**src/rtl/msg_packer.sv**
```systemverilog
// Packs a 64-bit AXI-Stream message into 512-bit beats with byte-accurate keep, last and
// {message index, running byte count} tuser. Optional tkeep checking: define MSG_PACKER_CHECK_EN.
module msg_packer #(
  parameter int S_AXIS_DATA_WIDTH  = 64,
  parameter int M_AXIS_DATA_WIDTH  = 512,
  parameter int M_AXIS_TUSER_WIDTH = 128
) (
  input  logic                            axi_aclk,
  input  logic                            axi_reset,
  input  logic [S_AXIS_DATA_WIDTH-1:0]    s_axis_tdata,
  input  logic [S_AXIS_DATA_WIDTH/8-1:0]  s_axis_tkeep,
  input  logic                            s_axis_tvalid,
  output logic                            s_axis_tready,
  input  logic                            s_axis_tlast,
  output logic [M_AXIS_DATA_WIDTH-1:0]    m_axis_tdata,
  output logic [M_AXIS_DATA_WIDTH/8-1:0]  m_axis_tkeep,
  output logic [M_AXIS_TUSER_WIDTH-1:0]   m_axis_tuser,
  output logic                            m_axis_tvalid,
  input  logic                            m_axis_tready,
  output logic                            m_axis_tlast,
  output logic                            err_sticky
);

  localparam int RATIO = M_AXIS_DATA_WIDTH / S_AXIS_DATA_WIDTH;
  localparam int SKW   = S_AXIS_DATA_WIDTH / 8;
  localparam int MKW   = M_AXIS_DATA_WIDTH / 8;
  localparam int IDX_W = (RATIO > 1) ? $clog2(RATIO) : 1;
  localparam logic [IDX_W-1:0] IDX_LAST = IDX_W'(RATIO - 1);

  typedef enum logic {FILL, HOLD} state_t;

  function automatic logic [63:0] popcount(input logic [SKW-1:0] k);
    logic [63:0] c;
    c = '0;
    for (int i = 0; i < SKW; i++) c = c + 64'(k[i]);
    return c;
  endfunction

  state_t                         state_q, state_d;
  logic [IDX_W-1:0]               idx_q, idx_d;
  logic [M_AXIS_DATA_WIDTH-1:0]   acc_data_q, acc_data_d;
  logic [MKW-1:0]                 acc_keep_q, acc_keep_d;
  logic [63:0]                    byte_cnt_q, byte_cnt_d;
  logic [63:0]                    msg_idx_q, msg_idx_d;
  logic                           last_q, last_d;
  logic                           accept;

  // Ready drops combinationally with reset so no word is taken while state is being cleared.
  assign s_axis_tready = (state_q == FILL) && !axi_reset;
  assign accept        = s_axis_tvalid && s_axis_tready;

  always_comb begin
    state_d    = state_q;
    idx_d      = idx_q;
    acc_data_d = acc_data_q;
    acc_keep_d = acc_keep_q;
    byte_cnt_d = byte_cnt_q;
    msg_idx_d  = msg_idx_q;
    last_d     = last_q;
    case (state_q)
      FILL: begin
        if (accept) begin
          acc_data_d[int'(idx_q)*S_AXIS_DATA_WIDTH +: S_AXIS_DATA_WIDTH] = s_axis_tdata;
          acc_keep_d[int'(idx_q)*SKW +: SKW] = s_axis_tkeep;
          byte_cnt_d = byte_cnt_q + popcount(s_axis_tkeep);
          if (idx_q == IDX_LAST || s_axis_tlast) begin
            state_d = HOLD;
            last_d  = s_axis_tlast;
          end else begin
            idx_d = idx_q + IDX_W'(1);
          end
        end
      end
      HOLD: begin
        if (m_axis_tready) begin
          state_d    = FILL;
          idx_d      = '0;
          acc_data_d = '0;
          acc_keep_d = '0;
          last_d     = 1'b0;
          if (last_q) begin
            byte_cnt_d = '0;
            msg_idx_d  = msg_idx_q + 64'd1;
          end
        end
      end
      default: state_d = FILL;
    endcase
  end

  always_ff @(posedge axi_aclk) begin
    if (axi_reset) begin
      state_q    <= FILL;
      idx_q      <= '0;
      acc_data_q <= '0;
      acc_keep_q <= '0;
      byte_cnt_q <= '0;
      msg_idx_q  <= '0;
      last_q     <= 1'b0;
    end else begin
      state_q    <= state_d;
      idx_q      <= idx_d;
      acc_data_q <= acc_data_d;
      acc_keep_q <= acc_keep_d;
      byte_cnt_q <= byte_cnt_d;
      msg_idx_q  <= msg_idx_d;
      last_q     <= last_d;
    end
  end

  // The accumulator doubles as the held output beat; byte_cnt already includes the closing word.
  assign m_axis_tdata  = acc_data_q;
  assign m_axis_tkeep  = acc_keep_q;
  assign m_axis_tuser  = {msg_idx_q, byte_cnt_q};
  assign m_axis_tvalid = (state_q == HOLD);
  assign m_axis_tlast  = last_q;

`ifdef MSG_PACKER_CHECK_EN
  logic err_q, err_d;
  logic keep_bad;

  always_comb begin
    keep_bad = ((s_axis_tkeep & (s_axis_tkeep + SKW'(1))) != '0) ||
               (!s_axis_tlast && (s_axis_tkeep != '1));
    err_d    = err_q | (accept && keep_bad);
  end

  always_ff @(posedge axi_aclk) begin
    if (axi_reset) err_q <= 1'b0;
    else           err_q <= err_d;
  end

  assign err_sticky = err_q;
`else
  assign err_sticky = 1'b0;
`endif

endmodule

```
**config.mk**
```make
export PLATFORM = sky130hd
export DESIGN_NAME = msg_packer
export DESIGN_NICKNAME = d
export VERILOG_FILES = /design/src/rtl/msg_packer.sv
export SDC_FILE = /design/constraint.sdc
export NUM_CORES = 1
export LEC_CHECK = 0
export CELL_PAD_IN_SITES_DETAIL_PLACEMENT = 0
export CELL_PAD_IN_SITES_GLOBAL_PLACEMENT = 1
export CORE_AREA = 2 2 309 311
export CTS_BUF_LIST = sky130_fd_sc_hd__clkbuf_8
export DETAILED_ROUTE_END_ITERATION = 10
export DIE_AREA = 0 0 311 313
export GPL_ROUTABILITY_DRIVEN = 0
export PLACE_DENSITY_LB_ADDON = 0.1
export SYNTH_ARGS = -nofsm -noshare
export SYNTH_HDL_FRONTEND = slang
export SYNTH_SLANG_ARGS = --single-unit
```
**constraint.sdc**
```tcl
create_clock -name axi_aclk -period 6.2 [get_ports axi_aclk]
set_clock_uncertainty 0.15 [all_clocks]
set_input_delay 1.24 -clock axi_aclk [delete_from_list [all_inputs] [get_ports axi_aclk]]
set_output_delay 1.24 -clock axi_aclk [all_outputs]
set_load 0.05 [all_outputs]
```
==> results of run 1 <==
[worst min-delay path by stage]
stage	start	endpoint	depth (start not counted)
after floorplan	idx_q[2]	idx_q[2]	2
after detailed placement	m_axis_tkeep[35]	m_axis_tkeep[35]	2
final	m_axis_tkeep[35]	m_axis_tkeep[35]	2
after global placement	m_axis_tdata[290]	m_axis_tdata[290]	2
after global routing	m_axis_tkeep[35]	m_axis_tkeep[35]	2
after CTS	m_axis_tkeep[35]	m_axis_tkeep[35]	2
[cell usage in the layout, fill, tap and decap left out, types with 4 or more instances in the layout]
cell type,count
a21oi_1,68
a22oi_1,502
and2_1,11
and3_1,18
and4_1,12
buf_4,34
clkbuf_8,168
clkdlybuf4s50_1,782
clkinv_2,8
clkinvlp_4,5
dfxtp_1,709
fa_1,5
ha_1,14
inv_1,75
mux2i_1,4
nand2_1,64
nand2b_1,72
nand3_1,124
nand4_1,45
nor2_1,580
nor3_1,18
nor3b_1,5
nor4_1,11
o2111ai_1,4
o211ai_1,8
o21ai_0,113
o21ai_4,5
o31a_1,4
o31ai_1,27
or3_1,41
or4_1,29
xnor2_1,31
xor2_1,21
[flip-flops by register name, summed over array words and instances, names as in the netlist]
signal         cells
m_axis_tvalid      1
m_axis_tdata     512
byte_cnt_q        64
msg_idx_q         64
m_axis_tlast       1
idx_q              3
m_axis_tkeep      64
[power breakdown]
part	internal, mW	total (mW)	switching (mW)	leakage (nW)
clock	2.51	4.59	2.08	1.54
combinational	0.215	0.743	0.528	5.65
sequential	4.60	4.63	0.0301	5.71
total	7.32	9.96	2.64	12.9
[cell families (layout without fill, tap and decap cells)]
family	count (synthesis)	in the layout	share of synthesized area
XOR/XNOR	52	52	0.0172
buffers and inverters	331	1082	0.0495
AND/OR/NAND/NOR	1063	1063	0.190
other	1	3	0.000141
AO/OA/AOI/OAI	749	749	0.196
multiplexers	6	6	0.00236
flip-flops	709	709	0.535
adder cells (fa/ha/maj)	19	19	0.0104
[routing by layer]
metal | vias up | GRT usage | wire, um
met4 | 4 | 0.112 | 5310
met3 | 217 | 0.0842 | 10600
met5 | - | 0 | 27
li1 | 11700 | - | -
met2 | 1060 | 0.404 | 58500
met1 | 12500 | 0.291 | 50000
[tightest hold or removal path: stages, from the launching register on]
cell	delay, ns
dfxtp_1	0.31
nand2b_1	0.06
o21ai_0	0.06
[cell type report]
| class | count | share of cell area |
|---|---|---|
| flip-flops and latches | 709 | 0.375 |
| clock inverters | 66 | 0.00928 |
| repair buffers | 820 | 0.215 |
| clock buffers | 168 | 0.0610 |
| inverters | 28 | 0.00277 |
| diodes | 2 | 0.000132 |
| well taps | 1265 | 0.0418 |
| multi-input cells | 1890 | 0.295 |
[per-stage QoR]
step                utilization  hold slack [ns]  cells  total power [mW]  area [um^2]
floorplan                     -            0.388   2930              5.17        26500
global placement          0.374            0.311   4712              5.47        35200
detailed placement        0.374            0.315   4712              5.47        35200
CTS                       0.402            0.324   4946              10.1        37900
global route              0.402            0.344   4947              10.4        37900
finish                    0.402            0.321   4948              9.96        37900
==> reports/results.ini, run 1 <==
[sta]
tightestPinTransition_ns=1.18
relSlewSlack=0.216
fin_crit_sh=0.789
final-hold-violation-count=0
tns_ns=0
maxSlewViolCount=0
rsz0062_at_grt=no
final.setup.worst_slack_ns=1.31
fmax_ghz=0.204
period_needed_ns=4.89
setup_viol=0

[floorplanning]
coreArea_um2=94200
die_h_um=313
start_util=0.282
die_width_um=311
rows=113
die_area_um2=97300
boundaryPins=785

[critical_path]
cp-end-kind=register
cp.buffers_inverters=2
cp-endpoint=byte_cnt_q[61]
crit_top_cell=fa_1
arrival_ns=5.46
reg2reg_depth=9
setup.worst_path.start=s_axis_tkeep[0]
crit_fanout=8
reg2reg_setup_slack_ns=2.23
path_class=in2reg
critPathTopFamily=adder cells
crit_chain=clkdlybuf4s50_1 -> fa_1 -> inv_1 -> fa_1 -> fa_1 -> fa_1 -> nor2b_1 -> o31a_1 -> o2111ai_1 -> or4_1 -> a21oi_1
critPathLaunchType=primary input
r2r_end=m_axis_tdata[265]
cp_slowest_stage_delay_ns=0.62
cp.required_ns=6.76
path_depth=11
slowest_stage=or4_1
timing.rr.start=idx_q[0]

[cells_and_area]
drive_above_1_share=0.0709
area_delta_synth_final_pct=42.7
ff_latch_area_um2=14200
multi_input_area_um2=11200
nets=3679
nFillCells=9457

[job]
max-cap-violations=0

[clock_tree]
cts_buffers=134
clock-root-buffer=clkbuf_8
htreeDepth=4
clk_pin_slew_ns=0.06
clk_latency_ns=0.82
post_cts_buffers=0
cts_sinks=709
cts_max_path_buffers=3
holdBufCountCts=0
cts-resized-gates=0
tritoncts=yes

[global_routing]
grt_max_degree=101
antenna_found_initial=5
track_usage=0.246
grt_pass1_vias=24900
overflow=0
grt_pass1_wl_mm=178

[synth]
synth_flop_cell=dfxtp_1
postSynthAreaPerCell_um2=9.06
synth_area_um2=26500
async_reset_ff_frac=0
yosys-top-cells-count=dfxtp_1, nor2_1, a22oi_1
yosys_warnings=0
yosysSeqAreaShare=0.535
syn-num-nets=3026
ys_ff_latch=709
syn_inst=2930
synth_top_area_share=0.535
yosys.area.top_type=dfxtp_1
netlist_top_cells_area=dfxtp_1, a22oi_1, nor2_1
synth.distinct_cells=57
synth_most_common_cell=dfxtp_1
synth_edf_count=0

[drt]
vias_per_cell=5.16
drtIter0Drc=2140
drc=0
detail-route-antenna-nets=0
drt_wl_total_mm=124
drt_first_pass_iters=6
num_vias=25500
wl_per_cell_um=25.2

[pwr]
leakage_nw=12.9
ir_worst_vdd_mv=0.173
power.density_nw_per_um2=263

[min_path]
min_path_type=reg2reg

[run_status]
status=complete, no violations

[placement]
place_ws_ns=0.516
place_hpwl_mm=84.0
portBuffers=783

Power figures use the tool's default switching activity.
==> run 2, diff against run 1 <==
- clock period: 6.2 -> 4.65 ns (I/O delays scaled with it)
==> reports/results.ini, run 2 (same netlist as run 1, synthesis figures left out) <==
[clock_tree]
holdBufCountCts=0  ; unchanged
clk_latency_ns=0.82  ; about the same
clock-root-buffer=clkbuf_8
cts-resized-gates=0  ; unchanged
cts_sinks=709  ; unchanged
cts_buffers=136  ; +1.5%
cts_max_path_buffers=3  ; unchanged
clk_pin_slew_ns=0.05  ; about the same
htreeDepth=4  ; unchanged
tritoncts=yes
post_cts_buffers=0  ; unchanged

[run_status]
status=complete, no violations

[drt]
wl_per_cell_um=25.0  ; -0.43%
drt_wl_total_mm=125  ; +0.35%
drt_first_pass_iters=5  ; -1
num_vias=25700  ; +0.63%
drc=0  ; unchanged
detail-route-antenna-nets=0  ; unchanged
drtIter0Drc=2078  ; -2.9%
vias_per_cell=5.15  ; -0.15%

[cells_and_area]
final_common_cell=clkdlybuf4s50_1
drive_above_1_share=0.0770  ; +0.00606
nets=3716  ; +1.0%
mostFrequentLayoutCells=clkdlybuf4s50_1, dfxtp_1, nor2_1, a22oi_1, clkbuf_8
fin_area_um2=38200  ; +0.92%
area_delta_synth_final_pct=44.1
largest_register_ffs=512  ; unchanged
nFillCells=9401  ; -0.59%
fin_util=0.406  ; +0.00369

[global_routing]
grt_pass1_vias=25000  ; +0.29%
track_usage=0.247  ; +0.000764
overflow=0  ; unchanged
grt_pass1_wl_mm=180  ; +0.65%
antenna_found_initial=5  ; unchanged
grt_max_degree=200  ; +98%

[pwr]
power.density_nw_per_um2=347  ; +32%
leakage_nw=13.1  ; +1.7%
ir_worst_vdd_mv=0.233  ; +35%

[critical_path]
cp-end-kind=register
cp_slowest_stage_delay_ns=0.58  ; -0.04 ns
arrival_ns=5.07  ; -0.39 ns
path_class=in2reg
slowest_stage=fa_1
critPathLaunchType=primary input
crit_chain=clkdlybuf4s50_1 -> fa_1 -> inv_1 -> fa_1 -> fa_1 -> fa_1 -> inv_1 -> fa_1 -> nand3_1 -> a22oi_4 -> nand4_4 -> or4_1 -> a21oi_1
crit_top_cell=fa_1
cp.required_ns=5.22  ; -1.54 ns
crit_fanout=5  ; -3

[sta]
setup_viol=0  ; unchanged
maxSlewViolCount=0  ; unchanged
fin_crit_sh=0.968
period_needed_ns=4.50
whs_ns=0.322  ; +0.000533 ns
rsz0062_at_grt=no
relSlewSlack=0.201  ; -0.0155
fmax_ghz=0.222
final-hold-violation-count=0  ; unchanged
tightestPinTransition_ns=1.19  ; +0.0188 ns

[floorplanning]
die_width_um=311  ; unchanged
die_h_um=313  ; unchanged
start_util=0.282  ; unchanged
die_area_um2=97300  ; unchanged
coreArea_um2=94200  ; unchanged
rows=113  ; unchanged
boundaryPins=785  ; unchanged

[placement]
place_area_um2=35600  ; +1.1%
portBuffers=783  ; unchanged
place_hpwl_mm=84.8  ; +1.1%

[min_path]
min_path_type=reg2reg

[job]
max-cap-violations=0  ; unchanged

[run 2: power breakdown]
group / internal (mW) / total, mW / switching (mW)
Clock: 3.23 / 6.05 / 2.82
Sequential: 6.13 / 6.17 / 0.0434
Combinational: 0.343 / 1.06 / 0.719
[run 2: cell type report]
type,instances,area [um^2],share of cell area
timing repair buffer,855,8550,0.224
antenna,6,15.0,0.000393
clock buffer,160,2200,0.0576
inverter,28,105,0.00275
clock inverter,74,412,0.0108
multi-input combinational,1890,11200,0.292
tap,1265,1580,0.0414
sequential,709,14200,0.371
[run 2: critical path, delay by kind of cell]
| family | cells | cell delay [ns] |
|---|---|---|
| adders and majority gates | 5 | 2.12 |
| and+or+nand+nor | 3 | 0.91 |
| buffers and inverters | 3 | 0.60 |
| AOI/OAI and AO/OA | 2 | 0.50 |
[run 2: final timing paths]
kind              slack [ns]                 to  cells after the start              start
hold reg to reg         0.32  m_axis_tdata[315]                      2  m_axis_tdata[315]
setup / recovery        0.15     byte_cnt_q[60]                     13    s_axis_tkeep[0]
hold / removal          0.32  m_axis_tdata[315]                      2  m_axis_tdata[315]
setup reg to reg        0.89     byte_cnt_q[60]                     11      byte_cnt_q[0]
[run 2: layer usage]
| metal | part of all wire | GRT usage | vias to the layer above |
|---|---|---|---|
| li1 | - | - | 11800 |
| met2 | 0.49 | 0.419 | 1012 |
| met3 | 0.083 | 0.0830 | 210 |
| met1 | 0.40 | 0.286 | 12700 |
| met4 | 0.034 | 0.0971 | 2 |
| met5 | 0.00011 | 0 | - |
[run 2: through the flow]
step	setup slack [ns]	setup TNS, ns	power, mW	cells
2_1_floorplan	0.125	0	6.89	2930
3_3_place_gp	-0.586	-19.08	7.35	4747
3_5_place_dp	-0.647	-22.74	7.37	4747
4_1_cts	0.240	0	13.5	4981
5_1_grt	0.00793	0	13.8	4986
6_report	0.149	0	13.3	4987
